### src/rtl/cu_sched_if.sv
// cu_sched_if: request/grant bundle between the requesters and the cu_sched scheduler
interface cu_sched_if;
    logic [3:0] req;
    logic       done;
    logic       inhibit;
    logic [3:0] gnt;
    logic [1:0] sel;
    logic       busy;
    logic       timeout;
    modport master (output req, done, inhibit, input gnt, sel, busy, timeout);
    modport slave (input req, done, inhibit, output gnt, sel, busy, timeout);
endinterface

### src/rtl/cu_sched.sv
// cu_sched: round-robin owner of the cu decode select with hold timeout, inhibit and a dead gap.
// Optional CU_SCHED_PRIORITY_EN: requester 0 wins every arbitration without moving the pointer.
module cu_sched #(
    parameter int HOLD_MAX = 15,
    localparam int CNT_W = $clog2(HOLD_MAX + 1)
) (
    input logic clock,
    input logic reset_n,
    cu_sched_if.slave bus
);
    typedef enum logic [1:0] {IDLE, GRANT, GAP} state_t;
    state_t state, state_nx;
    logic [1:0] ptr, ptr_nx, win, sel_nx, idx;
    logic [3:0] gnt_nx;
    logic [CNT_W-1:0] cnt, cnt_nx;
    logic to_nx, expire, pri, pri_nx;
    // scan ptr+1 last so it wins, giving the ptr+1..ptr order
    always_comb begin
        win = ptr;
        idx = ptr;
        for (int k = 3; k >= 0; k--) begin
            idx = ptr + 2'(k + 1);
            if (bus.req[idx]) win = idx;
        end
`ifdef CU_SCHED_PRIORITY_EN
        if (bus.req[0]) win = 2'd0;
`endif
    end
    assign expire = cnt == CNT_W'(HOLD_MAX - 1);
    always_comb begin
        state_nx = state;
        gnt_nx = bus.gnt;
        sel_nx = bus.sel;
        to_nx = 1'b0;
        cnt_nx = cnt;
        ptr_nx = ptr;
        pri_nx = pri;
        case (state)
            IDLE: if (!bus.inhibit && |bus.req) begin
                gnt_nx = 4'b0001 << win;
                sel_nx = win;
                cnt_nx = '0;
`ifdef CU_SCHED_PRIORITY_EN
                pri_nx = bus.req[0];
`else
                pri_nx = 1'b0;
`endif
                state_nx = GRANT;
            end
            GRANT: if (bus.inhibit || bus.done || !bus.req[bus.sel] || expire) begin
                gnt_nx = 4'b0000;
                to_nx = !bus.inhibit && !bus.done && bus.req[bus.sel];
                ptr_nx = pri ? ptr : bus.sel;
                state_nx = GAP;
            end else begin
                cnt_nx = cnt + 1'b1;
            end
            default: state_nx = IDLE;
        endcase
    end
    always_ff @(posedge clock or negedge reset_n) begin
        if (!reset_n) begin
            state <= IDLE;
            bus.gnt <= '0;
            bus.sel <= '0;
            bus.busy <= 1'b0;
            bus.timeout <= 1'b0;
            cnt <= '0;
            ptr <= 2'd3;
            pri <= 1'b0;
        end else begin
            state <= state_nx;
            bus.gnt <= gnt_nx;
            bus.sel <= sel_nx;
            bus.busy <= |gnt_nx;
            bus.timeout <= to_nx;
            cnt <= cnt_nx;
            ptr <= ptr_nx;
            pri <= pri_nx;
        end
    end
endmodule
### src/flat_wrapper.sv
// flat-port wrapper written by rule: the top's interface ports become plain ports
module cu_sched_flat 
#(
    parameter int HOLD_MAX = 15,
    localparam int CNT_W = $clog2(HOLD_MAX + 1)
)
  (clock, reset_n, bus_req, bus_done, bus_inhibit, bus_gnt, bus_sel, bus_busy, bus_timeout);
  cu_sched_if bus_i ();
  input logic clock;
  input logic reset_n;
  input wire logic [$bits(bus_i.req)-1:0] bus_req;
  input wire logic [$bits(bus_i.done)-1:0] bus_done;
  input wire logic [$bits(bus_i.inhibit)-1:0] bus_inhibit;
  output wire logic [$bits(bus_i.gnt)-1:0] bus_gnt;
  output wire logic [$bits(bus_i.sel)-1:0] bus_sel;
  output wire logic [$bits(bus_i.busy)-1:0] bus_busy;
  output wire logic [$bits(bus_i.timeout)-1:0] bus_timeout;
  assign bus_i.req = bus_req;
  assign bus_i.done = bus_done;
  assign bus_i.inhibit = bus_inhibit;
  assign bus_gnt = bus_i.gnt;
  assign bus_sel = bus_i.sel;
  assign bus_busy = bus_i.busy;
  assign bus_timeout = bus_i.timeout;
  cu_sched #(.HOLD_MAX(HOLD_MAX)) u_core (.clock(clock), .reset_n(reset_n), .bus(bus_i));
endmodule
### config.mk
export PLATFORM = sky130hd
export DESIGN_NAME = cu_sched_flat
export DESIGN_NICKNAME = d
export VERILOG_FILES = /design/src/rtl/cu_sched_if.sv /design/src/rtl/cu_sched.sv /design/src/flat_wrapper.sv
export SDC_FILE = /design/constraint.sdc
export NUM_CORES = 1
export LEC_CHECK = 0
export CAP_MARGIN = 20
export CORE_MARGIN = 4
export CORE_UTILIZATION = 30
export CTS_CLUSTER_SIZE = 30
export DETAILED_ROUTE_END_ITERATION = 10
export DONT_BUFFER_PORTS = 1
export PLACE_DENSITY_LB_ADDON = 0.08
export SYNTH_ARGS = -nofsm -noshare
export SYNTH_HDL_FRONTEND = slang
export SYNTH_SLANG_ARGS = --single-unit
### constraint.sdc
create_clock -name clock -period 3.7 [get_ports clock]
set_clock_uncertainty 0.15 [all_clocks]
set_input_delay 0.74 -clock clock [delete_from_list [all_inputs] [get_ports clock]]
set_output_delay 0.74 -clock clock [all_outputs]
set_load 0.005 [all_outputs]
-- Word-level counts from Yosys, hierarchy flattened
Index checks and enable logic that the tools add are counted.
Widths: inputs -> output; s select.
- add/subtract/negate cells: 4
- order comparisons: 4
- equal/unequal tests: 5
- shifts and indexed selects: 1
- muxes and demuxes: 22
- reduce and logical (&&, ||, !) cells: 17
- operators with widths (operator ; count):
    $mux 4 ; 4
    $pmux 4 s2 ; 2
    $lt 2x3->1 const B ; 4
    $mux 2 ; 5
    $bmux 1 s2 ; 4
    $reduce_or 4->1 ; 2
    $mux 1 ; 6
    $reduce_and 2->1 ; 3
    $add 2x2->2 const B ; 2
    $add 4x1->4 const B ; 1
    $eq 4x4->1 const B ; 1
    $ne 2x1->1 const B ; 2
    $pmux 2 s2 ; 1
    $shl 1x2->4 const A ; 1
    $logic_and 1x1->1 ; 3
    $logic_not 1->1 ; 3
    $logic_or 1x1->1 ; 3
    $reduce_and 3->1 ; 1
    $add 2x1->2 const B ; 1
    $eq 2x1->1 const B ; 1
    $logic_not 2->1 ; 1
    $ne 2x2->1 const B ; 1
    $reduce_bool 2->1 ; 1
- register bits: 16
- bits of input ports: 8
- output and inout port bits: 8
- logic and storage cells: 60

-- Logic depth before layout (Yosys ltp)
Gate-level depths: netlist of run 1.
- depth after elaboration: 10
- gate-level depth with buffers: 5
- gate-level depth less buffers: 5

-- Least setup slack after synthesis of run 1
Ideal clock, no wire load.
- kind: in2reg
- start: input port bus_inhibit
- end: register u_core.cnt[2]
- setup time: 0.077 ns
- arrival: 1.826 ns
- path slack: 1.647 ns
- stages: 4
- buffers on the path: 0
- path through: or3b_1 o22a_1 or3_1 a21oi_1
- word-level cells in the longest chain between the ends: 5
- elaborated cells between the ends (all ways): 8
- classes of those cells: eq/ne (2); reduce/logical (6)
- ends and longest elaborated chain (what ; RTL line ; RTL):
    start: declaration ; flat_wrapper.sv:13 ; input wire logic [$bits(bus_i.inhibit)-1:0] bus_inhibit;
    $logic_or 1x1->1 (3 in a row) ; cu_sched.sv:50 ; GRANT: if (bus.inhibit || bus.done || !bus.req[bus.sel] || expire) begin
    $ne 2x2->1 (no source line) ; -- ;
    $reduce_and 3->1 (no source line) * ; -- ;
    end signal: assignment ; cu_sched.sv:77 ; cnt <= cnt_nx;
    end: declaration ; cu_sched.sv:15 ; logic [CNT_W-1:0] cnt, cnt_nx;
Mark *: on every way between the ends. The rest lies on a longest branch, timed or not.
A chain may end at the register's enable or synchronous reset.

-- Worst setup path after layout of run 1
- start: register u_core.bus.sel[0]
- end: register u_core.ptr[0]
- word-level cells in the longest chain between the ends: 6
- ends and longest elaborated chain (what ; RTL line ; RTL):
    start: declaration ; cu_sched_if.sv:11 ; modport slave (input req, done, inhibit, output gnt, sel, busy, timeout);
    start signal: assignment ; cu_sched.sv:74 ; bus.sel <= sel_nx;
    $bmux 1 s2 ; cu_sched.sv:50 ;
    $mux 1 (not written as such) ; cu_sched.sv:50 ;
    $logic_not 1->1 ; cu_sched.sv:50 ;
    $logic_or 1x1->1 (2 in a row) ; cu_sched.sv:50 ;
    $reduce_and 2->1 (no source line) ; -- ;
    end signal: assignment ; cu_sched.sv:78 ; ptr <= ptr_nx;
    end: declaration ; cu_sched.sv:13 ; logic [1:0] ptr, ptr_nx, win, sel_nx, idx;
Several ways; a longest one is shown, not always the timed one. The select of a mux whose other input is x is not followed.

==> results.md, run 1 <==
* Filler cells at 264
* CTS tree: built
* Die Ht at 60.67 µm
* Leak at 0.0003853 µW
* Max Cap Violations at 0
* Initial Util at 32.41%
* Synth warnings at 0
* Share of layout cells above drive strength 1 at 13.25%
* Sw power at 247.2 µW
* NumNets Final at 94
* Placer Congestion at 0.7404
* Final WS setup at 1.828 ns
* F_max at 0.5342 GHz
* Fin Setup TNS at 0 ns
* DRT Pass-1 Iters at 4
* Synth top area cells: dfrtp_1 (42%), dfstp_2 (6.3%), mux2i_1 (6.0%)
* FF-to-FF setup slack at 1.83 ns
* Area leader, netlist: dfrtp_1
* Core Rows at 18
* Global-route wire length before repair at 2766 µm
* Crit path capture type: flip-flop
* Die width at 60.67 µm
* Cts bufs inserted at 3
* Post-DRT Antenna Nets at 0
* Via count at 638
* Cells after Synth at 80
* Outcome: finished, final reports clean
* CTS HTree Levels at 1
* Slew HR at 57.05%
* Logic gate share of total power at 32.1%
* Part of the power in registers at 49.7%
* IO Port Bufs at 0
* Data required, critical path at 3.77 ns
* Tmin final at 1.872 ns
* Largest family of logic cells by synthesized area: simple AND/OR/NAND/NOR gates
* Sw frac at 38.09%
* Post-Synth XOR/XNOR Area at 0%
* Synthesis-to-finish area growth at 9.023%
* Critical Path Source Type: flip-flop
* P per Cell Area at 715.4 mW/mm²
* CORE AREA at 0.002567 mm²
* Synth unique cells at 33
* Syn_area_per_cell at 10.40 µm²
* Top FF cell, synth: dfrtp_1
* Initial DRC count at 53
* Final setup violating endpoints at 0
* Clock Path Buffers at 2
* Post-synth top area share at 42.11%
* Clk root buf: clkbuf_4
* Initial antenna violation count at 0
* Share of total power in the clock network at 18.2%
* Placed Cells at 108
* Setup bufs post-CTS at 0
* Mux contribution to synthesized area at 8.722%
* Clock sinks at 16
* Share of flip-flops with an asynchronous set or reset at 100.0%
* CTS clk-pin slew, worst paths at 0.10 ns
* Grt total ovfl at 0
* Residual DRC count at 0
* Post-Synth Simple-Gate Area at 19.25%
* ANT cells at 0
* Syn nets at 90
* Cell-internal power at 401.7 µW
* Final-report hold violation count at 0
* Critical path class: reg2reg
* Compound-Gate Fraction of Synth Area at 18.65%
* WP data arrival at 1.95 ns
* Vias per Instance at 5.646
* Flops & latches, synth at 16
* Cell Area, Synth at 832.0 µm²
* IO Count at 16
* RSZ-0062 raised after global routing: no
* Largest net degree at the start of global routing at 17
* Number of global-route vias before repair at 579
* Synth Area in Adders at 3.008%
* GRT Total Usage at 10.70%
* Total wire length at 1770 µm
* Final Non-Filler Cells at 113
* Hold Path Class: in2async
* DIE AREA at 0.003680 mm²
* DP Worst Slack at 1.583 ns
* Post-DR wirelength/cell at 15.66 µm
* Post-synth EDFFs at 0
* Peak VDD IR at 352.0 µV
* Post-CTS Hold Buffers at 1
* Post-cts sizing count at 0
* Worst-path fanout max at 8
* Tcrit/Tclk final at 50.60%
* Post-DP HPWL at 1306 µm
* Worst-Skew Late Latency at 0.29 ns
* Worst Max-Slew Pin Slew at 0.6422 ns
* Fin. max-slew vios at 0
* Register area share after synthesis at 48.42%
==> through the flow <==
stage / hold WS, ns / cell area, µm² / util, % / total power (µW)
global route: 0.1022 / 907.1 / 35.33 / 705.0
global placement: 0.2948 / 860.8 / 33.53 / 533.6
detailed placement: 0.2949 / 860.8 / 33.53 / 530.7
floorplan: 0.2944 / 832.0 / - / 479.9
finish: 0.1304 / 907.1 / 35.33 / 649.0
CTS: 0.1181 / 907.1 / 35.33 / 659.2
==> layout make-up <==
cell class	count	area, µm²	area share, %
Tap cell	30	37.54	4.138
Inverter	2	7.507	0.8276
Timing Repair Buffer	1	10.01	1.103
Sequential cell	16	402.9	44.41
Clock buffer	4	36.28	4.000
Multi-Input combinational cell	60	412.9	45.52
==> state kept, by name, summed over array words and instances (netlist names) <==
signal / cells
u_core.bus.gnt: 4
u_core.bus.busy: 1
u_core.bus.sel: 2
u_core.state: 2
u_core.bus.timeout: 1
u_core.ptr: 2
u_core.cnt: 4
==> Yosys cell counts, types with 2 or more instances <==
cell	number
dfrtp_1	14
nand2_1	11
mux2i_1	5
o32ai_1	5
a21oi_1	4
nor2_1	3
o21ai_0	3
or3_1	3
dfstp_2	2
ha_1	2
inv_1	2
mux2_2	2
nand2b_1	2
nand3_1	2
o31ai_1	2
==> worst max-delay path: stages, from the launching register on <==
cell and delay [ns]:
dfrtp_1 0.49, mux2i_1 0.29, o22ai_1 0.16, a21oi_2 0.35, mux2_2 0.38
==> placed cells by master (no fill, tap or decap) <==
cell,count
dfstp_2,2
nand2b_1,2
nor2_1,3
a221o_1,1
o32ai_1,5
and3_1,1
mux2i_1,5
o22a_1,1
a31o_2,1
nor2b_1,1
mux2_2,2
and3b_1,1
or3b_1,1
o22ai_1,1
a21oi_2,1
clkbuf_4,3
inv_1,2
nor3_1,1
o32a_1,1
dfrtp_1,14
clkbuf_8,1
nand2_1,11
dlygate4sd3_1,1
nor4_1,1
or4_1,1
o21ai_0,3
o31ai_1,2
a21oi_1,4
nand3_1,2
ha_1,2
nand4_1,1
a221oi_1,1
nand3b_2,1
or3_1,3
==> layer usage <==
layer	global-route usage [%]	part of all wire, %
met5	0	0
met4	5.573	1.5
met3	5.319	9.2
met2	13.13	41
met1	15.09	48
==> kinds of logic after synthesis <==
group | Yosys count
buf+inv | 4
flops | 16
fa+ha+maj | 2
compound gates | 21
simple gates | 30
mux | 7
==> power groups by stage <==
stage          logic, µW  registers [µW]  clock network [µW]
5_1_grt              237             334                 134
6_report             208             322                 118
4_1_cts              212             323                 124
3_3_place_gp         207             326                   0
3_5_place_dp         204             326                   0
2_1_floorplan        185             295                   0
==> path summary, 6_finish.rpt <==
| kind | from | end | depth (start not counted) |
|---|---|---|---|
| max | u_core.bus.sel[0] | u_core.ptr[0] | 4 |
| min | reset_n | u_core.ptr[1] | 0 |
| max reg2reg | u_core.bus.sel[0] | u_core.ptr[0] | 4 |
| min reg2reg | u_core.cnt[0] | u_core.cnt[0] | 1 |
| max in group asynchronous | reset_n | u_core.bus.sel[0] | 1 |
| min in group clock | u_core.cnt[0] | u_core.cnt[0] | 1 |
Note: power is estimated with default switching activity, not from simulation.
==> inputs of run 2 (changes only) <==
==> constraint.sdc (replaced) <==
create_clock -name clock -period 1.9 [get_ports clock]
set_clock_uncertainty 0.15 [all_clocks]
set_input_delay 0.38 -clock clock [delete_from_list [all_inputs] [get_ports clock]]
set_output_delay 0.38 -clock clock [all_outputs]
set_load 0.005 [all_outputs]
==> results.md, run 2 (same netlist as run 1, synthesis figures left out) <==
* Core Rows at 18 (unchanged)
* Outcome: finished, final reports clean
* Share of total power in the clock network at 15.2% (-3.0 points)
* Max Cap Violations at 0 (unchanged)
* Peak VDD IR at 710.4 µV (+100%)
* IO Count at 16 (unchanged)
* Critical Path Source Type: flip-flop
* ANT cells at 0 (unchanged)
* Leak at 0.0003911 µW (+1.5%)
* Worst-path fanout max at 5 (-3)
* Grt total ovfl at 0 (unchanged)
* CTS HTree Levels at 1 (unchanged)
* F_max at 0.5610 GHz (+5.0%)
* Clock Path Buffers at 2 (unchanged)
* Total wire length at 1884 µm (+6.4%)
* Final Total Pwr at 1267 µW (+95%)
* Tmin final at 1.783 ns (-0.08953 ns)
* Final Util at 35.82% (+0.49 points)
* Crit-path most repeated cell: or3_1
* RSZ-0062 raised after global routing: no
* Residual DRC count at 0 (unchanged)
* Hold Path Class: in2reg
* GRT Total Usage at 11.95% (+1.3 points)
* Vias per Instance at 5.478 (-3.0%)
* Fin Setup TNS at 0 ns (unchanged)
* Data required, critical path at 1.97 ns (-1.80 ns)
* Sw frac at 38.91% (+0.81 points)
* Tcrit/Tclk final at 93.82% (+43 points)
* Initial Util at 32.41% (unchanged)
* CTS clk-pin slew, worst paths at 0.10 ns (about the same)
* Final Non-Filler Cells at 115 (+1.8%)
* Largest registers: u_core.bus.gnt: 4 flops, u_core.cnt: 4 flops
* Cell-internal power at 773.8 µW (+93%)
* Placed Cells at 110 (+1.9%)
* Crit path capture type: flip-flop
* CTS tree: built
* Final setup violating endpoints at 0 (unchanged)
* Worst-Skew Late Latency at 0.29 ns (about the same)
* Synthesis-to-finish area growth at 10.53%
* Fin. max-slew vios at 0 (unchanged)
* Share of layout cells above drive strength 1 at 14.12% (+0.86 points)
* Slew HR at 49.46% (-7.6 points)
* NumNets Final at 96 (+2.1%)
* DIE AREA at 0.003680 mm² (unchanged)
* Worst Max-Slew Pin Slew at 0.7556 ns (+0.1134 ns)
* Die width at 60.67 µm (unchanged)
* Post-DRT Antenna Nets at 0 (unchanged)
* Via count at 630 (-1.3%)
* P per Cell Area at 1377 mW/mm² (+93%)
* IO Port Bufs at 0 (unchanged)
* Placer Congestion at 0.6728 (-9.1%)
* Logic gate share of total power at 36.6% (+4.5 points)
* Final-report hold violation count at 0 (unchanged)
* Initial antenna violation count at 0 (unchanged)
* Commonest non-fill, non-tap cell in the layout: dfrtp_1
* WP data arrival at 1.85 ns (-0.10 ns)
* Sw power at 492.8 µW (+99%)
* Clock sinks at 16 (unchanged)
* CORE AREA at 0.002567 mm² (unchanged)
* Die Ht at 60.67 µm (unchanged)
* Commonest cells after routing, fill and taps aside: dfrtp_1 (14), nand2_1 (11), mux2i_1 (5), o32ai_1 (5), a21oi_1 (4)
* Cts bufs inserted at 3 (unchanged)
* Post-DP HPWL at 1334 µm (+2.2%)
* Cell Chain, Critical Path: or3_1 -> o22a_1 -> or3_1 -> a21oi_1
* Filler cells at 270 (+2.3%)
* Largest net degree at the start of global routing at 17 (unchanged)
* Worst path max stage delay at 0.44 ns (-0.05 ns)
* DRT Pass-1 Iters at 4 (unchanged)
* Post-DR wirelength/cell at 16.38 µm (+4.6%)
* Number of global-route vias before repair at 682 (+18%)
* Global-route wire length before repair at 3167 µm (+14%)
* Part of the power in registers at 48.2% (-1.5 points)
* Critical-path top delay cell: dfrtp_1
* Critical path class: reg2reg
* Clk root buf: clkbuf_4
* Initial DRC count at 25 (-53%)
## run 2: critical path: cells and delay by family (launching register included)
family           cells  cell delay [ns]
AO/OA/AOI/OAI        2             0.38
AND/OR/NAND/NOR      2             0.76
flip-flops           1             0.44
## run 2: per-layer routing
layer,GRT usage [%],vias to the layer above,routed length [µm]
met4,6.502,0,19
met1,16.06,291,870
met5,0,-,0
met2,16.18,16,832
met3,4.894,2,162
li1,-,321,-
## run 2: per-stage QoR
step	hold slack [ns]	setup WS, ns	area [µm²]
after floorplan	-0.06559	0.2069	832.0
after global placement	-0.06513	0.03649	875.8
after detailed placement	-0.06513	0.05728	875.8
after CTS	0.2117	0.03298	912.1
after global routing	0.2148	0.01600	919.6
final	0.2370	0.1175	919.6
## run 2: path summary, 6_finish.rpt
path                                   startpoint           endpoint  slack (ns)  depth (start not counted)
worst max-delay path            u_core.bus.sel[1]      u_core.cnt[3]        0.12                          4
worst min-delay path                   bus_req[3]  u_core.bus.gnt[0]        0.24                          2
worst max register to register  u_core.bus.sel[1]      u_core.cnt[3]        0.12                          4
worst min register to register      u_core.cnt[0]      u_core.cnt[0]        0.42                          2
max in group asynchronous                 reset_n  u_core.bus.gnt[0]        0.68                          1
min in group asynchronous                 reset_n      u_core.cnt[2]        0.44                          1
## run 2: what timing repair did
action,in CTS,in global routing
buffers inserted,0,0
endpoints found under the setup margin,0,2
resized for setup,0,1
hold buffers,1,0
hold endpoints to repair,16,0
## run 2: final cells by class
type / count / area, µm² / share of cell area, %
tap: 30 / 37.54 / 4.082
clock buffer: 4 / 26.28 / 2.857
timing repair buffer: 3 / 25.02 / 2.721
sequential: 16 / 402.9 / 43.81
multi-input combinational: 60 / 420.4 / 45.71
inverter: 2 / 7.507 / 0.8163
## run 2: power by group through the flow
stage / combinational (µW) / sequential (µW) / clock, µW
detailed placement: 446 / 617 / 0
global placement: 442 / 620 / 0
CTS: 460 / 610 / 209
global route: 528 / 634 / 218
floorplan: 360 / 574 / 0
finish: 463 / 610 / 193
==> inputs of run 3 (changes only) <==
--- a/config.mk
+++ b/config.mk
@@ -15,3 +15,4 @@
 export SYNTH_ARGS = -nofsm -noshare
 export SYNTH_HDL_FRONTEND = slang
 export SYNTH_SLANG_ARGS = --single-unit
+export TNS_END_PERCENT = 30
==> results of run 3 <==
The final DEF is identical to that of run 2; final timing and power are the same.
